`src/rtl/hamming_encode_stream.sv`:
```
// Streaming Hamming encoder with a 2-entry output buffer and codeword counter.
//
// Codeword positions are numbered 1..DATA_W+PAR_W. Position k sits at Out_Data[k-1].
// Power-of-two positions 2^j hold parity bit p(j+1). All other positions hold the
// data bits in ascending order.
//
// Optional feature: define HAMMING_SECDED_EN to append an overall even-parity bit
// at Out_Data[CODE_W-1]. This gives a SECDED code.
//
// Ports:
//   Clk, Reset_b          clock; synchronous active-low reset
//   In_Data/Valid/Ready   upstream word handshake
//   Out_Data/Valid/Ready  downstream codeword handshake (head of buffer)
//   Cnt_Clr               synchronous clear of Word_Count (wins over increment)
//   Word_Count            wrapping count of output handshakes
module hamming_encode_stream #(
  parameter int unsigned DATA_W = 8,
  parameter int unsigned WCNT_W = 16,
  // Smallest P with 2^P >= DATA_W+P+1, for DATA_W in 1..57.
  localparam int unsigned PAR_W = (DATA_W <= 1)  ? 2 :
                                  (DATA_W <= 4)  ? 3 :
                                  (DATA_W <= 11) ? 4 :
                                  (DATA_W <= 26) ? 5 :
                                  (DATA_W <= 57) ? 6 : 7,
`ifdef HAMMING_SECDED_EN
  localparam int unsigned CODE_W = DATA_W + PAR_W + 1
`else
  localparam int unsigned CODE_W = DATA_W + PAR_W
`endif
) (
  input  logic              Clk,
  input  logic              Reset_b,
  input  logic [DATA_W-1:0] In_Data,
  input  logic              In_Valid,
  output logic              In_Ready,
  output logic [CODE_W-1:0] Out_Data,
  output logic              Out_Valid,
  input  logic              Out_Ready,
  input  logic              Cnt_Clr,
  output logic [WCNT_W-1:0] Word_Count
);

  localparam int unsigned HAM_W = DATA_W + PAR_W;

  // Data positions whose index has bit j set; these feed parity p(j+1).
  function automatic logic [HAM_W-1:0] par_mask(input int unsigned j);
    logic [HAM_W-1:0] m;
    m = '0;
    for (int unsigned k = 1; k <= HAM_W; k++) begin
      if ((((k >> j) & 1) != 0) && ((k & (k - 1)) != 0)) begin
        m = m | ({{(HAM_W - 1){1'b0}}, 1'b1} << (k - 1));
      end
    end
    return m;
  endfunction

  // ---------------------------------------------------------------------------
  // Combinational encoder
  // ---------------------------------------------------------------------------
  logic [HAM_W-1:0]  ham_d;  // data bits placed, parity slots zero
  logic [HAM_W-1:0]  ham;
  logic [CODE_W-1:0] code;

  for (genvar k = 1; k <= HAM_W; k++) begin : g_pos
    if ((k & (k - 1)) != 0) begin : g_data
      // Data index = position minus the parity slots at or below it.
      assign ham_d[k-1] = In_Data[k - 1 - $clog2(k + 1)];
      assign ham[k-1]   = ham_d[k-1];
    end else begin : g_par
      localparam logic [HAM_W-1:0] Mask = par_mask($clog2(k));
      assign ham_d[k-1] = 1'b0;
      assign ham[k-1]   = ^(ham_d & Mask);
    end
  end

`ifdef HAMMING_SECDED_EN
  assign code = {^ham, ham};
`else
  assign code = ham;
`endif

  // ---------------------------------------------------------------------------
  // Two-entry buffer and counter
  // ---------------------------------------------------------------------------
  logic [CODE_W-1:0] head_q, head_d;
  logic [CODE_W-1:0] tail_q, tail_d;
  logic [1:0]        cnt_q, cnt_d;
  logic              rdy_q;  // low until the first edge out of reset
  logic [WCNT_W-1:0] wcnt_q, wcnt_d;
  logic              push, pop;

  // Registers only (plus reset level): no path from Out_Ready.
  assign In_Ready   = Reset_b && rdy_q && (cnt_q != 2'd2);
  assign Out_Valid  = (cnt_q != 2'd0);
  assign Out_Data   = head_q;
  assign Word_Count = wcnt_q;

  assign push = In_Valid && In_Ready;
  assign pop  = Out_Valid && Out_Ready;

  always_comb begin
    head_d = head_q;
    tail_d = tail_q;
    cnt_d  = cnt_q;
    wcnt_d = wcnt_q;
    if (pop) begin
      head_d = tail_q;
      cnt_d  = cnt_d - 2'd1;
    end
    // Evaluated after the pop so a push into a just-emptied slot lands at head.
    if (push) begin
      if (cnt_d == 2'd0) begin
        head_d = code;
      end else begin
        tail_d = code;
      end
      cnt_d = cnt_d + 2'd1;
    end
    if (Cnt_Clr) begin
      wcnt_d = '0;
    end else if (pop) begin
      wcnt_d = wcnt_q + 1'b1;
    end
  end

  always_ff @(posedge Clk) begin
    if (!Reset_b) begin
      head_q <= '0;
      tail_q <= '0;
      cnt_q  <= 2'd0;
      rdy_q  <= 1'b0;
      wcnt_q <= '0;
    end else begin
      head_q <= head_d;
      tail_q <= tail_d;
      cnt_q  <= cnt_d;
      rdy_q  <= 1'b1;
      wcnt_q <= wcnt_d;
    end
  end

endmodule
```
`config.mk`:
```
export PLATFORM = sky130hd
export DESIGN_NAME = hamming_encode_stream
export DESIGN_NICKNAME = d
export VERILOG_FILES = /design/src/rtl/hamming_encode_stream.sv
export SDC_FILE = /design/constraint.sdc
export NUM_CORES = 1
export LEC_CHECK = 0
export BUFFER_PORTS_ARGS = -buffer_cell sky130_fd_sc_hd__buf_2
export CAP_MARGIN = 20
export CELL_PAD_IN_SITES_DETAIL_PLACEMENT = 1
export CELL_PAD_IN_SITES_GLOBAL_PLACEMENT = 1
export CORE_ASPECT_RATIO = 1.75
export CORE_MARGIN = 5
export CORE_UTILIZATION = 39
export CTS_CLUSTER_DIAMETER = 200
export CTS_CLUSTER_SIZE = 16
export DETAILED_ROUTE_END_ITERATION = 16
export PLACE_DENSITY_LB_ADDON = 0.2
export REMOVE_ABC_BUFFERS = 1
export SETUP_SLACK_MARGIN = 0.4
export SYNTH_ARGS = -nofsm -noshare
export SYNTH_HDL_FRONTEND = slang
export SYNTH_SLANG_ARGS = --single-unit
```
`constraint.sdc`:
```
create_clock -name Clk -period 2.4 [get_ports Clk]
set_clock_uncertainty 0.15 [all_clocks]
set_input_delay 0.12 -clock Clk [delete_from_list [all_inputs] [get_ports Clk]]
set_output_delay 0.12 -clock Clk [all_outputs]
set_load 0.01 [all_outputs]
```
# [Word level (Yosys, flattened, before mapping)]
# Cells that the tools add are included.
[classes] magnitude_cmp=0 div_mod_pow=0 mux=6 reduce_logical=12 bitwise_logic=2 n_eq_ne=1 multipliers=0 add_sub_neg=3 n_shift=0
[ops] cell="12-bit parity" count=4
[ops] cell="12-bit two-way mux" count=3
[ops] cell="16-bit by 1-bit adder with 16-bit output, second input constant" count=1
[ops] cell="1-bit logical AND" count=4
[ops] cell="2-bit two-way mux" count=2
[ops] cell="2-bit by 1-bit adder with 2-bit output, second input constant" count=1
[ops] cell="2-bit zero test" count=1
[ops] cell="2-bit inequality test, second input constant" count=1
[ops] cell="1-bit NOT" count=2
[ops] cell="2-bit AND reduction" count=1
[ops] cell="2-bit nonzero test" count=1
[ops] cell="2-bit OR reduction" count=1
[ops] cell="2-bit by 1-bit subtractor with 2-bit output, second input constant" count=1
[ops] cell="1-bit two-way mux" count=1
[totals] latch_bits=0 out_inout_bits=30 romBits=0 memories=0 mem_bits_rw=0 word_cells=29 in_bits=13 register_bits=43

# [Longest topological paths before layout]
[depth] depth_word=6 mapped_depth=11 depth_no_buf=9

# [Least setup slack after synthesis]
# No wires, ideal clock.
[synth_timing] path_kind="reg-to-reg" start="reg cnt_q[0]" end="reg head_q[10] (netlist: Out_Data[10])" slack_ps=362 arrival_time_ps=1746 stages_incl_launch_ff=11 path_cell_list="dfxtp_1 -> inv_1 -> ha_1 -> nand2b_1 -> buf_2 -> nor2_1 -> a21oi_1 -> ha_1 -> nand2_1 -> clkbuf_1 -> a311oi_1"
[synth_between] elab_chain_len=6 word_cells_on_any_way=11
[synth_rtl] item="start: declaration" line="87" rtl="logic [1:0] cnt_q, cnt_d;"
[synth_rtl] item="start signal: assignment" line="136" rtl="cnt_q <= cnt_d;"
[synth_rtl] item="branches (longest 5 deep; another with 2-bit by 1-bit subtractor with 2-bit output)"
[synth_rtl] item="12-bit two-way mux (*)" line="111" rtl="if (push) begin"
[synth_rtl] item="end signal: assignment" line="128" rtl="head_q <= '0;"
[synth_rtl] item="end signal: assignment" line="134" rtl="head_q <= head_d;"
[synth_rtl] item="end: declaration" line="85" rtl="logic [CODE_W-1:0] head_q, head_d;"
# Mark *: on every way between the ends.
# A chain may end at the register's enable or synchronous reset.

# [Final worst setup path]
[layout_timing] start="reg cnt_q[0]" end="reg head_q[7] (netlist: Out_Data[7])"
# Same word-level chain as after synthesis.

==> impl_metrics.yaml <==
min_path:
  min-delay-start: "Cnt_Clr"
  min_path_type: "in2reg"
clock_tree:
  htreeDepth: 2
  clk-insertion-delay-late_ps: 310
  clock-sinks: 43
  clockRootBuffer: "clkbuf_8"
  cts_inserted_buffers: 5
  clkTransAtPathRegs_ps: 90
  cts_tree: "built"
  clockBufferDepth: 2
logic_synthesis:
  netlist_instances: 234
  yosys_warnings: 0
  synth_top_area_share_pct: 43.1
  yosysTopAreaCell: "dfxtp_1"
  yosysUniqueCellTypes: 36
  synth-seq-cells: 43
  yosysSeqAreaShare_pct: 43.1
  synth_area_mm2: 0.00200
  postSynthAreaPerCell_um2: 8.53
  yosys-top-cells-area: "dfxtp_1 43%, nand2_1 8.5%, nor2_1 5.5%, xnor2_1 5.3%, a311oi_1 4.4%"
timing:
  holdWs_ps: 39.6
  tns_ps: 0
  worst-slew-pin-transition_ps: 821
  setup_slack_ps: 405
  max-slew-margin-rel_pct: 45.2
  fin_crit_sh_pct: 83.1
  rsz0062_at_grt: "true"
  maxSlewViolCount: 0
  hold_violations: 0
  period_minus_slack_ps: 2000
  setup_viol: 0
  fmax_mhz: 501
drt:
  drc: 0
  ant_nets: 0
  drt_iter0_markers: 47
  firstDrtPassIters: 4
  wl_um: 5690
  vias: 1856
  vias_per_cell: 5.30
  wl_per_cell_um: 16.3
setup_path:
  crit_path_frequent_cell: "ha_4"
  max_stage_delay_ps: 360
  crit_start: "cnt_q[0]$_SDFF_PN0_"
  cp-end-kind: "flop"
  path_buf_inv: 2
  cp.arrival_ps: 2060
  worst_setup_path_start_kind: "flop"
  cp_slowest_cell: "dfxtp_4"
  crit_family: "adder cells"
  critical_path_class: "reg2reg"
  crit_chain: "inv_4 -> ha_4 -> and2b_2 -> xnor2_4 -> ha_4 -> nand2_8 -> clkbuf_16 -> a311oi_1"
  rr_startpoint: "cnt_q[0]$_SDFF_PN0_"
  worst_ep_required_time_ps: 2460
  critPathMaxFanout: 6
floorplan:
  start_util_pct: 40.1
  dieHeight_um: 105
  dieArea_mm2: 0.00670
  die_w_um: 64.1
  num_rows: 34
  core_mm2: 0.00498
  ios: 43
layout:
  area_growth_pct: 35.0
  drive_above_1_share_pct: 31.4
  finish.utilization_pct: 54.1
  num-nets-final: 312
  antenna_cells: 0
placed_design:
  dp_slack_ps: 50.1
  portBuffers: 42
  post-dp-hpwl_um: 3870
  gp_congestion: 0.741
outcome:
  status: "finished clean"
power_and_ir_drop:
  finalPower_mw: 2.31
  vdd_drop_max_uv: 493
  power.density_mw_per_mm2: 857
  power.leakage_nw: 1.11
global_routing:
  grt_max_degree: 23
  grt_first_pass_wirelength_um: 9180
  grt-ovfl-total: 0
  grt_pass1_vias: 1926
  antenna_found_initial: 0
  grt_use_total_pct: 17.1
flow_run:
  maxCapViolations: 0
==> cell usage in the layout, fill, tap and decap left out, drive strengths merged, types with 2 or more instances in the layout <==
cell type    synthesis  final
mux2i                4      4
dfxtp               43     43
buf                  5     55
dlygate4sd3          0      9
a21oi               13     13
ha                   4      4
o21ai                5      5
clkbuf               7      7
xor2                 8      8
xnor2               12     12
or3                  4      4
nand2               45     45
and2                 3      3
a311oi              10     10
nor3                 5      5
and4b                2      2
nand2b               3      4
nand4                6      6
nor2                29     29
inv                  6      6
nor4                 2      2
or2                  2      2
and4                 2      2
nand3                5      5
nand4b               2      2
==> kinds of logic after synthesis <==
logic type / after synthesis / share of synthesized area, %
AND/OR/NAND/NOR: 112 / 27.2
XOR/XNOR: 22 / 11.1
AO/OA/AOI/OAI: 31 / 10.2
flip-flops: 43 / 43.1
adder cells (fa/ha/maj): 4 / 2.51
multiplexers: 4 / 2.01
buffers and inverters: 18 / 3.89
==> report_power, final <==
part / total (mW) / internal (mW) / switching, mW
registers: 0.845 / 0.797 / 0.0477
logic: 0.994 / 0.500 / 0.494
clock network: 0.469 / 0.204 / 0.265
==> worst min-delay path, delay by kind of cell <==
family	cells	cell delay, ps
buffers and inverters	1	70
and+or+nand+nor	1	200
AOI/OAI and AO/OA	1	60
==> synthesized netlist by cell type <==
| cell | number |
|---|---|
| or2_2 | 1 |
| nor3_1 | 5 |
| clkbuf_1 | 6 |
| nand4_1 | 5 |
| xor3_1 | 1 |
| buf_2 | 4 |
| nor2_1 | 29 |
| and2_1 | 3 |
| a21oi_1 | 13 |
| o21ai_0 | 5 |
| nand3_1 | 5 |
| or2_1 | 1 |
| mux2i_1 | 4 |
| and4b_1 | 2 |
| inv_1 | 6 |
| nand4_2 | 1 |
| and2b_1 | 1 |
| ha_1 | 4 |
| nor4_1 | 2 |
| xnor3_1 | 1 |
| o311ai_1 | 1 |
| and4_2 | 1 |
| nand2b_1 | 3 |
| dfxtp_1 | 43 |
| nand2_1 | 45 |
| a311oi_1 | 10 |
| and4_1 | 1 |
| clkbuf_2 | 1 |
| xnor2_1 | 12 |
| xor2_1 | 8 |
| o41ai_1 | 1 |
| o31ai_1 | 1 |
| or3_1 | 4 |
| buf_4 | 1 |
| nand3b_4 | 1 |
| nand4b_1 | 2 |
==> flip-flops by register name, summed over array words and instances (netlist names) <==
name,flops
tail_q,12
Out_Data,12
rdy_q,1
Word_Count,16
cnt_q,2
==> per-layer routing <==
layer | track usage (%) | vias to the layer above | wire length [um]
met5 | 0 | - | 0
met4 | 7.13 | 0 | 133
met3 | 3.54 | 9 | 217
met2 | 32.0 | 33 | 3230
met1 | 17.6 | 890 | 2110
li1 | - | 924 | -
==> cell type report <==
type / instances / area (um^2)
Timing Repair Buffer: 65 / 438
Fill cell: 596 / 2280
Sequential cell: 43 / 866
Clock buffer: 6 / 72.6
Clock inverter: 2 / 12.5
Multi-Input combinational cell: 174 / 1210
Inverter: 6 / 25.0
Tap cell: 54 / 67.6
==> path summary, 6_finish.rpt <==
kind                                 endpoint  slack, ps  cells past startpoint
hold reg to reg        tail_q[6]$_SDFFE_PN0P_        310                      2
hold / removal    Word_Count[10]$_SDFFE_PP0N_         40                      3
setup reg to reg       Out_Data[7]$_SDFF_PN0_        400                      8
setup / recovery       Out_Data[7]$_SDFF_PN0_        400                      8
==> stage by stage <==
stage	instance area, um^2	instances
2_1_floorplan	1940	222
3_3_place_gp	2270	325
3_5_place_dp	2270	325
4_1_cts	2530	343
5_1_grt	2690	350
6_report	2690	350
==> what timing repair did <==
action,CTS,global route
pin swaps,4,3
endpoints found under the setup margin,24,23
gates resized for setup,22,20
gates cloned,0,3
hold buffers,9,0
buffers inserted,1,4
hold endpoints to repair,14,0
(Power assumes the default switching activity.)
